### src/rtl/frog_sat_counter.sv
// Saturating up-counter with synchronous clear; holds at all-ones instead of wrapping.
module frog_sat_counter #(
    parameter int W = 16
) (
    input  logic         clk,
    input  logic         rst,
    input  logic         clear,
    input  logic         inc,
    output logic [W-1:0] q
);
    logic [W-1:0] q_reg;

    // Count up on inc, stop at the maximum value, clear on reset or clear.
    always_ff @(posedge clk) begin
        if (rst || clear) begin
            q_reg <= '0;
        end else if (inc && (q_reg != '1)) begin
            q_reg <= q_reg + 1'b1;
        end
    end

    assign q = q_reg;
endmodule

### config.mk
export PLATFORM = sky130hd
export DESIGN_NAME = frog_sat_counter
export DESIGN_NICKNAME = d
export VERILOG_FILES = /design/src/rtl/frog_sat_counter.sv
export SDC_FILE = /design/constraint.sdc
export NUM_CORES = 1
export LEC_CHECK = 0
export ABC_AREA = 1
export CAP_MARGIN = 40
export CORE_ASPECT_RATIO = 0.75
export CORE_MARGIN = 1
export CORE_UTILIZATION = 40
export CTS_BUF_LIST = sky130_fd_sc_hd__clkbuf_4 sky130_fd_sc_hd__clkbuf_8
export CTS_CLUSTER_DIAMETER = 40
export DETAILED_ROUTE_END_ITERATION = 10
export GPL_TIMING_DRIVEN = 0
export PLACE_DENSITY = 0.67
export RECOVER_POWER = 25
export SLEW_MARGIN = 40
export SYNTH_ARGS = -nofsm -noshare
export SYNTH_HDL_FRONTEND = slang
export SYNTH_SLANG_ARGS = --single-unit
### constraint.sdc
create_clock -name clk -period 1.8 [get_ports clk]
set_input_delay 0.54 -clock clk [delete_from_list [all_inputs] [get_ports clk]]
set_output_delay 0.54 -clock clk [all_outputs]
set_load 0.05 [all_outputs]
==> results.cfg <==
[global_routing]
grt_pass1_wl_um = 3680
grt_overflow = 0
grt_max_degree = 11
grt_pass1_vias = 866
grt_usage = 0.191
antenna_found_initial = 0

[finish]
final_layout_size_suffix_gt1_frac = 0.181
largest_reg_flops = 16
mostFrequentLayoutCell = nand2_1
syn_to_final_growth_pct = 20.8
regArea_um2 = 320
multi_input_area_um2 = 559
fin_util = 0.542
n_fill_cell = 227
layout_common_cells = nand2_1 (38), nor2_1 (34), dfxtp_1 (16), nand3_1 (14)
n_antenna_cell = 0
nets = 178

[routing]
drtIter0Drc = 21
wl_um = 2200
drcViolationCount = 0
first_pass_iters = 4
ant_nets = 0
via_count = 988
route.detailed.wl_per_inst_um = 10.8
via_per_inst = 4.87

[logic_synthesis]
synth_xor_area_frac = 0
syn_inst = 149
synth_fp_nets = 154
muxShareOfSynthArea = 0
synth-seq-cells = 16
yosysUniqueCellTypes = 21
synth_area_um2 = 951
yosysWarnings = 0
postSynthAreaPerCell_um2 = 6.38
synth_seq_area_share = 0.337
synth_top_family_by_area = simple AND/OR/NAND/NOR gates
synthSimpleGateAreaFrac = 0.495
yosys.area_share.adder = 0.0132
synth_compound_area_frac = 0.0803

[sta]
slew_viol_final = 0
fmax_ghz = 0.567
fin_ws_ns = 0.0373
hold_viol = 0
layout_min_cycle_time_ns = 1.76
relSlewSlack = 0.677
setup-violations-final = 0
tightest_slew_ns = 0.487
rsz0062_at_grt = no
post-route-period-util = 0.979
finClkSkew_ns = 0.00501
tns_ns = 0

[cts]
cts.sink_count = 16
clk_latency_ns = 0.29
cts-root-buf = clkbuf_4
hold_buffers = 0
clockBufferDepth = 2
cts_buffers = 3
postCtsSetupBuffers = 0
cts_tree = built
post_cts_resized = 25
htreeDepth = 1
clk_pin_slew_ns = 0.09

[worst_setup_path]
cp_top_family = buffers and inverters
reg2reg_setup_slack_ns = 0.26
crit_chain = clkdlybuf4s15_1
path_buf_inv = 1
crit_start = q[8]$_SDFFE_PP0P_
r2r_start = q[1]$_SDFFE_PP0P_
max_stage_delay_ns = 0.52
cp.required_ns = 1.26
crit_path_start_kind = flop
crit_arrival_ns = 1.22
crit_type = flop to output pin
slowest_stage = clkdlybuf4s15_1
critPathCaptureType = output pin
crit_fanout = 5

[floorplanning]
ios = 20
initial_utilization = 0.449
chipHeight_um = 44.2
dieArea_um2 = 2580
core_um2 = 2120
die_w_um = 58.3
num_rows = 14

[hold_path]
hp-class = flop to flop
min-delay-start = q[7]$_SDFFE_PP0P_

[power_and_ir_drop]
ir_drop_uv = 241
p_total_w = 0.000588
leakage_nw = 0.457
cellPowerDensity_nw_per_um2 = 512

[placement]
dp_hpwl_um = 1730
gp_congestion = 0.872
post-place-ws_ns = -0.226
port_buffers = 19

[job]
drv_cap = 0

[status]
status = complete, no violations
-- routing by layer --
layer  share of wire  global-route usage
met1            0.51               0.249
met2            0.43               0.317
met3           0.053              0.0614
met4          0.0045              0.0286
met5               0                   0
-- Yosys cell counts --
cell type,n,area (µm²)
nand2_1,38,143
nor2_1,34,128
dfxtp_1,16,320
nand3_1,14,70.1
inv_1,12,45.0
a21oi_1,9,45.0
nor2_4,4,45.0
nand2_2,3,18.8
nand4_1,3,18.8
nor2_2,3,18.8
o21ai_0,3,15.0
a21boi_1,1,7.51
buf_4,1,7.51
buf_6,1,11.3
clkinv_1,1,3.75
ha_1,1,12.5
inv_2,1,3.75
nand2_4,1,11.3
nand4_2,1,12.5
nor3_1,1,5.00
o21ai_2,1,8.76
-- worst paths after layout --
check	to	depth (start not counted)
max	q[8]	1
max reg2reg	q[13]$_SDFFE_PP0P_	7
min	q[7]$_SDFFE_PP0P_	2
min reg2reg	q[7]$_SDFFE_PP0P_	2
-- through the flow --
step,area (µm²),instances,hold WS [ns]
final,1150,203,0.537
after floorplan,951,149,0.726
after CTS,1190,203,0.538
after detailed placement,1180,200,0.526
after global routing,1150,203,0.574
after global placement,1180,200,0.523
-- cells by family after synthesis --
kind of cell / count (synthesis)
flip-flops: 16
AO/OA/AOI/OAI: 14
buffers and inverters: 16
adder cells (fa/ha/maj): 1
AND/OR/NAND/NOR: 102
-- power by group --
| part | leakage (nW) | total [W] | internal (W) | switching, W |
|---|---|---|---|---|
| Sequential | 0.129 | 0.000358 | 0.000356 | 0.00000265 |
| Clock | 0.0138 | 0.000188 | 0.0000778 | 0.000111 |
| Combinational | 0.314 | 0.0000408 | 0.0000147 | 0.0000261 |
| Total | 0.457 | 0.000588 | 0.000448 | 0.000139 |
-- layout make-up --
cell class / count / area share
multi-input cells: 117 / 0.487
flip-flops and latches: 16 / 0.279
repair buffers: 19 / 0.120
inverters: 14 / 0.0458
well taps: 32 / 0.0349
clock buffers: 3 / 0.0196
plain buffers: 2 / 0.0142
Note: power is estimated with default switching activity, not from simulation.
